--- src/rtl/drlp_dma_arbiter_if.sv ---
// drlp_dma_arbiter_if: requester channels and DRAM port of the DRLP DMA arbiter
interface drlp_dma_arbiter_if #(
  parameter int DW    = 32,
  parameter int AW    = 32,
  parameter int LEN_W = 12
);
  logic             img_req;
  logic [AW-1:0]    img_addr;
  logic [LEN_W-1:0] img_len;
  logic             img_gnt;
  logic [DW-1:0]    img_rd_data;
  logic             img_rd_valid;
  logic             img_done;
  logic             wgt_req;
  logic [AW-1:0]    wgt_addr;
  logic [LEN_W-1:0] wgt_len;
  logic             wgt_gnt;
  logic [DW-1:0]    wgt_rd_data;
  logic             wgt_rd_valid;
  logic             wgt_done;
  logic             res_req;
  logic [AW-1:0]    res_addr;
  logic [LEN_W-1:0] res_len;
  logic             res_gnt;
  logic [DW-1:0]    res_wr_data;
  logic             res_wr_valid;
  logic             res_wr_ready;
  logic             res_done;
  logic             dma_rd_en;
  logic [AW-1:0]    dma_rd_addr;
  logic [DW-1:0]    dma_rd_data;
  logic             dma_rd_ready;
  logic             dma_wr_en;
  logic [AW-1:0]    dma_wr_addr;
  logic [DW-1:0]    dma_wr_data;
  logic             busy;
  logic             err;
  modport slave (
    input  img_req, img_addr, img_len, wgt_req, wgt_addr, wgt_len,
           res_req, res_addr, res_len, res_wr_data, res_wr_valid,
           dma_rd_data, dma_rd_ready,
    output img_gnt, img_rd_data, img_rd_valid, img_done,
           wgt_gnt, wgt_rd_data, wgt_rd_valid, wgt_done,
           res_gnt, res_wr_ready, res_done,
           dma_rd_en, dma_rd_addr, dma_wr_en, dma_wr_addr, dma_wr_data, busy, err
  );
  modport master (
    output img_req, img_addr, img_len, wgt_req, wgt_addr, wgt_len,
           res_req, res_addr, res_len, res_wr_data, res_wr_valid,
           dma_rd_data, dma_rd_ready,
    input  img_gnt, img_rd_data, img_rd_valid, img_done,
           wgt_gnt, wgt_rd_data, wgt_rd_valid, wgt_done,
           res_gnt, res_wr_ready, res_done,
           dma_rd_en, dma_rd_addr, dma_wr_en, dma_wr_addr, dma_wr_data, busy, err
  );
endinterface

--- src/rtl/drlp_dma_arbiter.sv ---
// drlp_dma_arbiter: round-robin burst arbiter sharing one DRAM port among img/wgt reads and res writes
module drlp_dma_arbiter #(
  parameter int DW      = 32,
  parameter int AW      = 32,
  parameter int LEN_W   = 12,
  parameter int MAX_OUT = 4
) (
  input logic i_clk,
  input logic i_rst,
  drlp_dma_arbiter_if.slave bus
);
  localparam int OW = $clog2(MAX_OUT + 1);
  typedef enum logic [1:0] {IDLE, RD_ISSUE, RD_DRAIN, WR} state_t;
  state_t           state;
  logic [1:0]       ptr, win;
  logic             owner, ret_ok, issue, accept, gnt_any;
  logic [AW-1:0]    addr, gaddr;
  logic [LEN_W-1:0] rem, ret_left, glen;
  logic [OW-1:0]    outst, out_after;
  logic [2:0]       req;
  logic [DW-1:0]    rd_word;
  always_comb begin
    req = {bus.res_req, bus.wgt_req, bus.img_req};
    win = 2'd3;
    for (int k = 3; k >= 1; k--)
      if (req[2'((int'(ptr) + k) % 3)]) win = 2'((int'(ptr) + k) % 3);
    gaddr = win == 2'd2 ? bus.res_addr : win == 2'd1 ? bus.wgt_addr : bus.img_addr;
    glen = win == 2'd2 ? bus.res_len : win == 2'd1 ? bus.wgt_len : bus.img_len;
    gnt_any = bus.img_gnt | bus.wgt_gnt | bus.res_gnt;
    rd_word = bus.dma_rd_data;
    ret_ok = bus.dma_rd_ready && outst != '0;
    out_after = outst - OW'(ret_ok);
    issue = state == RD_ISSUE && rem != '0 && out_after < OW'(MAX_OUT);
    accept = state == WR && bus.res_wr_valid && bus.res_wr_ready;
  end
  always_ff @(posedge i_clk) begin
    if (!i_rst) begin
      state <= IDLE;
      ptr <= 2'd2;
      owner <= 1'b0;
      addr <= '0;
      rem <= '0;
      ret_left <= '0;
      outst <= '0;
      bus.img_gnt <= 1'b0;
      bus.img_rd_data <= '0;
      bus.img_rd_valid <= 1'b0;
      bus.img_done <= 1'b0;
      bus.wgt_gnt <= 1'b0;
      bus.wgt_rd_data <= '0;
      bus.wgt_rd_valid <= 1'b0;
      bus.wgt_done <= 1'b0;
      bus.res_gnt <= 1'b0;
      bus.res_wr_ready <= 1'b0;
      bus.res_done <= 1'b0;
      bus.dma_rd_en <= 1'b0;
      bus.dma_rd_addr <= '0;
      bus.dma_wr_en <= 1'b0;
      bus.dma_wr_addr <= '0;
      bus.dma_wr_data <= '0;
      bus.busy <= 1'b0;
      bus.err <= 1'b0;
    end else begin
      bus.img_gnt <= 1'b0;
      bus.wgt_gnt <= 1'b0;
      bus.res_gnt <= 1'b0;
      bus.img_rd_valid <= 1'b0;
      bus.wgt_rd_valid <= 1'b0;
      bus.img_done <= 1'b0;
      bus.wgt_done <= 1'b0;
      bus.res_done <= 1'b0;
      bus.dma_rd_en <= 1'b0;
      bus.dma_wr_en <= 1'b0;
      outst <= out_after + OW'(issue);
      if (bus.dma_rd_ready && outst == '0) bus.err <= 1'b1;
      // returns are routed to the burst owner in issue order; no tags needed
      if (ret_ok) begin
        ret_left <= ret_left - LEN_W'(1);
        if (owner) begin
          bus.wgt_rd_data <= rd_word;
          bus.wgt_rd_valid <= 1'b1;
          bus.wgt_done <= ret_left == LEN_W'(1);
        end else begin
          bus.img_rd_data <= rd_word;
          bus.img_rd_valid <= 1'b1;
          bus.img_done <= ret_left == LEN_W'(1);
        end
      end
      if (issue) begin
        bus.dma_rd_en <= 1'b1;
        bus.dma_rd_addr <= addr;
        addr <= addr + AW'(1);
        rem <= rem - LEN_W'(1);
      end
      case (state)
        // a grant pulse still showing blocks re-arbitration of the held request
        IDLE: if (win != 2'd3 && !gnt_any) begin
          ptr <= win;
          addr <= gaddr;
          rem <= glen;
          ret_left <= glen;
          owner <= win == 2'd1;
          bus.img_gnt <= win == 2'd0;
          bus.wgt_gnt <= win == 2'd1;
          bus.res_gnt <= win == 2'd2;
          if (glen == '0) begin
            bus.img_done <= win == 2'd0;
            bus.wgt_done <= win == 2'd1;
            bus.res_done <= win == 2'd2;
          end else begin
            state <= win == 2'd2 ? WR : RD_ISSUE;
            bus.busy <= 1'b1;
            bus.res_wr_ready <= win == 2'd2;
          end
        end
        RD_ISSUE: if (issue && rem == LEN_W'(1)) state <= RD_DRAIN;
        RD_DRAIN: if (outst == '0) begin
          state <= IDLE;
          bus.busy <= 1'b0;
        end
        WR: if (accept) begin
          bus.dma_wr_en <= 1'b1;
          bus.dma_wr_addr <= addr;
          bus.dma_wr_data <= bus.res_wr_data;
          addr <= addr + AW'(1);
          rem <= rem - LEN_W'(1);
          if (rem == LEN_W'(1)) begin
            bus.res_done <= 1'b1;
            bus.res_wr_ready <= 1'b0;
            bus.busy <= 1'b0;
            state <= IDLE;
          end
        end
        default: state <= IDLE;
      endcase
    end
  end
endmodule

--- src/flat_wrapper.sv ---
// flat-port wrapper written by rule: the top's interface ports become plain ports
module drlp_dma_arbiter_flat 
#(
  parameter int DW      = 32,
  parameter int AW      = 32,
  parameter int LEN_W   = 12,
  parameter int MAX_OUT = 4
)
  (i_clk, i_rst, bus_img_req, bus_img_addr, bus_img_len, bus_wgt_req, bus_wgt_addr, bus_wgt_len, bus_res_req, bus_res_addr, bus_res_len, bus_res_wr_data, bus_res_wr_valid, bus_dma_rd_data, bus_dma_rd_ready, bus_img_gnt, bus_img_rd_data, bus_img_rd_valid, bus_img_done, bus_wgt_gnt, bus_wgt_rd_data, bus_wgt_rd_valid, bus_wgt_done, bus_res_gnt, bus_res_wr_ready, bus_res_done, bus_dma_rd_en, bus_dma_rd_addr, bus_dma_wr_en, bus_dma_wr_addr, bus_dma_wr_data, bus_busy, bus_err);
  drlp_dma_arbiter_if #(.DW(DW), .AW(AW), .LEN_W(LEN_W)) bus_i ();
  input logic i_clk;
  input logic i_rst;
  input wire logic [$bits(bus_i.img_req)-1:0] bus_img_req;
  input wire logic [$bits(bus_i.img_addr)-1:0] bus_img_addr;
  input wire logic [$bits(bus_i.img_len)-1:0] bus_img_len;
  input wire logic [$bits(bus_i.wgt_req)-1:0] bus_wgt_req;
  input wire logic [$bits(bus_i.wgt_addr)-1:0] bus_wgt_addr;
  input wire logic [$bits(bus_i.wgt_len)-1:0] bus_wgt_len;
  input wire logic [$bits(bus_i.res_req)-1:0] bus_res_req;
  input wire logic [$bits(bus_i.res_addr)-1:0] bus_res_addr;
  input wire logic [$bits(bus_i.res_len)-1:0] bus_res_len;
  input wire logic [$bits(bus_i.res_wr_data)-1:0] bus_res_wr_data;
  input wire logic [$bits(bus_i.res_wr_valid)-1:0] bus_res_wr_valid;
  input wire logic [$bits(bus_i.dma_rd_data)-1:0] bus_dma_rd_data;
  input wire logic [$bits(bus_i.dma_rd_ready)-1:0] bus_dma_rd_ready;
  output wire logic [$bits(bus_i.img_gnt)-1:0] bus_img_gnt;
  output wire logic [$bits(bus_i.img_rd_data)-1:0] bus_img_rd_data;
  output wire logic [$bits(bus_i.img_rd_valid)-1:0] bus_img_rd_valid;
  output wire logic [$bits(bus_i.img_done)-1:0] bus_img_done;
  output wire logic [$bits(bus_i.wgt_gnt)-1:0] bus_wgt_gnt;
  output wire logic [$bits(bus_i.wgt_rd_data)-1:0] bus_wgt_rd_data;
  output wire logic [$bits(bus_i.wgt_rd_valid)-1:0] bus_wgt_rd_valid;
  output wire logic [$bits(bus_i.wgt_done)-1:0] bus_wgt_done;
  output wire logic [$bits(bus_i.res_gnt)-1:0] bus_res_gnt;
  output wire logic [$bits(bus_i.res_wr_ready)-1:0] bus_res_wr_ready;
  output wire logic [$bits(bus_i.res_done)-1:0] bus_res_done;
  output wire logic [$bits(bus_i.dma_rd_en)-1:0] bus_dma_rd_en;
  output wire logic [$bits(bus_i.dma_rd_addr)-1:0] bus_dma_rd_addr;
  output wire logic [$bits(bus_i.dma_wr_en)-1:0] bus_dma_wr_en;
  output wire logic [$bits(bus_i.dma_wr_addr)-1:0] bus_dma_wr_addr;
  output wire logic [$bits(bus_i.dma_wr_data)-1:0] bus_dma_wr_data;
  output wire logic [$bits(bus_i.busy)-1:0] bus_busy;
  output wire logic [$bits(bus_i.err)-1:0] bus_err;
  assign bus_i.img_req = bus_img_req;
  assign bus_i.img_addr = bus_img_addr;
  assign bus_i.img_len = bus_img_len;
  assign bus_i.wgt_req = bus_wgt_req;
  assign bus_i.wgt_addr = bus_wgt_addr;
  assign bus_i.wgt_len = bus_wgt_len;
  assign bus_i.res_req = bus_res_req;
  assign bus_i.res_addr = bus_res_addr;
  assign bus_i.res_len = bus_res_len;
  assign bus_i.res_wr_data = bus_res_wr_data;
  assign bus_i.res_wr_valid = bus_res_wr_valid;
  assign bus_i.dma_rd_data = bus_dma_rd_data;
  assign bus_i.dma_rd_ready = bus_dma_rd_ready;
  assign bus_img_gnt = bus_i.img_gnt;
  assign bus_img_rd_data = bus_i.img_rd_data;
  assign bus_img_rd_valid = bus_i.img_rd_valid;
  assign bus_img_done = bus_i.img_done;
  assign bus_wgt_gnt = bus_i.wgt_gnt;
  assign bus_wgt_rd_data = bus_i.wgt_rd_data;
  assign bus_wgt_rd_valid = bus_i.wgt_rd_valid;
  assign bus_wgt_done = bus_i.wgt_done;
  assign bus_res_gnt = bus_i.res_gnt;
  assign bus_res_wr_ready = bus_i.res_wr_ready;
  assign bus_res_done = bus_i.res_done;
  assign bus_dma_rd_en = bus_i.dma_rd_en;
  assign bus_dma_rd_addr = bus_i.dma_rd_addr;
  assign bus_dma_wr_en = bus_i.dma_wr_en;
  assign bus_dma_wr_addr = bus_i.dma_wr_addr;
  assign bus_dma_wr_data = bus_i.dma_wr_data;
  assign bus_busy = bus_i.busy;
  assign bus_err = bus_i.err;
  drlp_dma_arbiter #(.DW(DW), .AW(AW), .LEN_W(LEN_W), .MAX_OUT(MAX_OUT)) u_core (.i_clk(i_clk), .i_rst(i_rst), .bus(bus_i));
endmodule
--- config.mk ---
export PLATFORM = sky130hd
export DESIGN_NAME = drlp_dma_arbiter_flat
export DESIGN_NICKNAME = d
export VERILOG_FILES = /design/src/rtl/drlp_dma_arbiter_if.sv /design/src/rtl/drlp_dma_arbiter.sv /design/src/flat_wrapper.sv
export SDC_FILE = /design/constraint.sdc
export NUM_CORES = 1
export LEC_CHECK = 0
export ABC_AREA = 1
export ABC_CLOCK_PERIOD_IN_PS = 6650
export CAP_MARGIN = 20
export CORE_UTILIZATION = 40
export CTS_CLUSTER_DIAMETER = 200
export DETAILED_ROUTE_END_ITERATION = 6
export GPL_TIMING_DRIVEN = 0
export PLACE_DENSITY = 0.76
export SYNTH_ARGS = -nofsm -noshare
export SYNTH_HDL_FRONTEND = slang
export SYNTH_SLANG_ARGS = --single-unit
export TNS_END_PERCENT = 50
--- constraint.sdc ---
create_clock -name i_clk -period 6.65 [get_ports i_clk]
set_clock_uncertainty 0.2 [all_clocks]
set_input_delay 0.665 -clock i_clk [delete_from_list [all_inputs] [get_ports i_clk]]
set_output_delay 0.665 -clock i_clk [all_outputs]
set_load 0.01 [all_outputs]
==> results.sh <==
export IMPL_avgSynthCellArea_um2=6.935
export IMPL_netlist_area_mm2=0.01161
export IMPL_cap_viol_max_count=0
export IMPL_ctsHtreeMaxLevel=1
export IMPL_fin_crit_sh_pct=74.81
export IMPL_tritoncts="built"
export IMPL_endpoint_kind="flop"
export IMPL_die_x_um=172.4
export IMPL_grt_pass1_vias=12600
export IMPL_layout_drive_gt1_share_pct=4.914
export IMPL_die_h_um=172.4
export IMPL_fin_total_pwr_uw=7983
export IMPL_critPathArrivalTime_ns=5.24
export IMPL_cts_root_buf="clkbuf_16"
export IMPL_r2r_start="u_core.outst[0]"
export IMPL_grt_antenna_before_repair=3
export IMPL_combPwrFrac_pct=54.1
export IMPL_final_core_util_pct=58.93
export IMPL_critPathBufInv=7
export IMPL_area_delta_synth_final_pct=45.30
export IMPL_async_reset_ff_share_pct=0
export IMPL_crit_start="u_core.outst[0]"
export IMPL_portBuffers=374
export IMPL_min_from="u_core.bus.wgt_rd_data[20]"
export IMPL_path_clk_slew_ns=0.06
export IMPL_rsz0062_at_grt="no"
export IMPL_drt_iter0_drc=1127
export IMPL_ctsResizeCount=0
export IMPL_hold_buffers=0
export IMPL_synthFlopType="dfxtp_1"
export IMPL_postCtsSetupBuffers=0
export IMPL_yosysTopAreaCell="dfxtp_1"
export IMPL_p_leak_uw=0.006717
export IMPL_cts_buffers=26
export IMPL_clockBufferDepth=3
export IMPL_reg2reg_slack_ns=1.68
export IMPL_criticalPathCategory="flop to flop"
export IMPL_fillers=2692
export IMPL_wl_um=48960
export IMPL_start_kind="flop"
export IMPL_crit_chain="nor3_1 -> inv_1 -> nand2_1 -> clkinv_1 -> clkbuf_1 -> ha_1 -> ha_1 -> xor2_1 -> nor2_1 -> nand2_1 -> inv_1 -> clkbuf_1 -> clkbuf_1 -> buf_2 -> ha_1 -> ha_1 -> o21ai_0 -> a21oi_1"
export IMPL_internal_power_uw=4257
export IMPL_clock_fmax_mhz=201.0
export IMPL_min_path_type="flop to flop"
export IMPL_netlist_area_leader_share_pct=40.87
export IMPL_clk_insertion_delay_late_ns=0.54
export IMPL_final_cell_mix="374 x clkdlybuf4s50_1, 349 x nand2_1, 237 x dfxtp_1, 212 x nor2_1, 210 x o21ai_0"
export IMPL_p_switching_uw=3726
export IMPL_gp_congestion=1.020
export IMPL_p_seq_share_pct=24.4
export IMPL_cp_data_required_time_ns=6.91
export IMPL_io_pins=376
export IMPL_nets=2296
export IMPL_track_usage_pct=31.59
export IMPL_yosys_top_cells_area="dfxtp_1 41%, nand2_1 11%, o21ai_0 9.1%"
export IMPL_grt_max_degree=15
export IMPL_die_area_mm2=0.02971
export IMPL_powerDensity_mw_per_mm2=473.2
export IMPL_core_area_mm2=0.02863
export IMPL_ir_drop_uv=234.6
export IMPL_worst_hold_slack_ns=0.2612
export IMPL_final_setup_viol_count=0
export IMPL_crit_top_cell="ha_1"
export IMPL_crit_family="buffers and inverters"
export IMPL_cpMaxStageDelayCell="clkbuf_1"
export IMPL_swShare_pct=46.68
export IMPL_start_util_pct=40.56
export IMPL_synth_edf_count=0
export IMPL_routedWlPerCell_um=19.72
export IMPL_tns_ns=0
export IMPL_syn_inst=1674
export IMPL_outcome="finished, final reports clean"
export IMPL_synth_fp_nets=1894
export IMPL_max_slew_worst_pin_slew_ns=0.9359
export IMPL_dr_pass1_iters=6
export IMPL_cp_max_fo=10
export IMPL_synth_seq_area_share_pct=40.87
export IMPL_viasPerCell=5.463
export IMPL_drv_slew=0
export IMPL_rows=62
export IMPL_yosysUniqueCellTypes=50
export IMPL_grt_ovfl_total=0
export IMPL_hold_violations=0
export IMPL_synth_seq_cells=237
export IMPL_ant_nets=0
export IMPL_drc=0
export IMPL_hpwl_um=37290
export IMPL_num_vias=13560
export IMPL_grt_pass1_wl_um=71000
export IMPL_cts_num_sinks=237
export IMPL_pwr_share_clk_pct=21.5
export IMPL_period_needed_ns=4.975
export IMPL_yosys_warnings=0
export IMPL_slew_headroom_pct=37.61
export IMPL_layout_commonest_cell="clkdlybuf4s50_1"
export IMPL_cp_slowest_stage_delay_ns=0.62
synthesized netlist by cell type, types with 13 or more instances:
cell type    n
nand4_1     15
o31ai_1     13
clkbuf_1    77
nor3_1      21
o21ai_0    210
a21oi_1    122
o211ai_1    32
nand2_1    349
xor2_1      24
nor2_1     212
dfxtp_1    237
inv_1       97
buf_2       15
nand3_1    134
ha_1        17
worst reg2reg max path, cell delays in order, from the launching register on:
cell and delay [ns]:
dfxtp_1 0.31, nor3_1 0.32, inv_1 0.11, nand2_1 0.24
clkinv_1 0.32, clkbuf_1 0.38, ha_1 0.31, ha_1 0.19
xor2_1 0.17, nor2_1 0.11, nand2_1 0.07, inv_1 0.18
clkbuf_1 0.42, clkbuf_1 0.62, buf_2 0.39, ha_1 0.20
ha_1 0.16, o21ai_0 0.09, a21oi_1 0.13
registers in the layout, indices dropped and copies added (netlist names), 2 cells and up:
| signal | flops |
|---|---|
| u_core.addr | 32 |
| u_core.bus.dma_rd_addr | 32 |
| u_core.bus.dma_wr_addr | 32 |
| u_core.bus.dma_wr_data | 32 |
| u_core.bus.img_rd_data | 32 |
| u_core.bus.wgt_rd_data | 32 |
| u_core.rem | 12 |
| u_core.ret_left | 12 |
| u_core.outst | 3 |
| u_core.ptr | 2 |
| u_core.state | 2 |
cell families (layout without fill, tap and decap cells):
logic type | count (synthesis) | in the layout | share of synthesized area [%]
and+or+nand+nor | 769 | 769 | 28.23
AOI/OAI and AO/OA | 407 | 407 | 19.24
DFF | 237 | 237 | 40.87
buffers and inverters | 210 | 632 | 7.253
xor gates and xnor gates | 32 | 32 | 2.414
adders and majority gates | 17 | 17 | 1.832
muxes | 2 | 2 | 0.1724
other | 0 | 2 | 0
final timing paths:
check / end / cells past startpoint
worst min register to register: u_core.bus.wgt_rd_data[20] / 2
worst max register to register: u_core.outst[2] / 18
worst max-delay path: u_core.outst[2] / 18
worst min-delay path: u_core.bus.wgt_rd_data[20] / 2
layout make-up:
class | count | area, um2 | share of cell area (%)
antenna | 2 | 5.005 | 0.02967
buffer | 103 | 435.4 | 2.581
clock buffer | 34 | 772.0 | 4.576
clock inverter | 14 | 257.7 | 1.528
inverter | 107 | 406.6 | 2.411
multi-input combinational | 1227 | 6023 | 35.71
sequential | 237 | 4745 | 28.13
tap | 384 | 480.5 | 2.848
timing repair buffer | 374 | 3744 | 22.19
layer usage:
metal / GRT usage [%] / part of all wire [%]
met4: 14.97 / 5.0
met3: 6.432 / 9.6
met5: 0 / 0.033
met1: 40.56 / 41
met2: 50.56 / 44
power by group through the flow:
stage               Clock (uW)  Sequential, uW  Combinational [uW]
floorplan                    0            2010                2400
global placement             0            1960                4140
detailed placement           0            1960                4200
CTS                       1720            1940                4230
global route              1780            1980                4640
finish                    1720            1950                4320
stage by stage:
| stage | area (um2) | std cells | setup slack [ns] |
|---|---|---|---|
| detailed placement | 15830 | 2432 | 1.373 |
| global placement | 15830 | 2432 | 1.416 |
| floorplan | 11610 | 1674 | 3.133 |
| global route | 16870 | 2482 | 1.390 |
| finish | 16870 | 2482 | 1.675 |
| CTS | 16860 | 2480 | 1.695 |
Note: power is estimated with default switching activity, not from simulation.
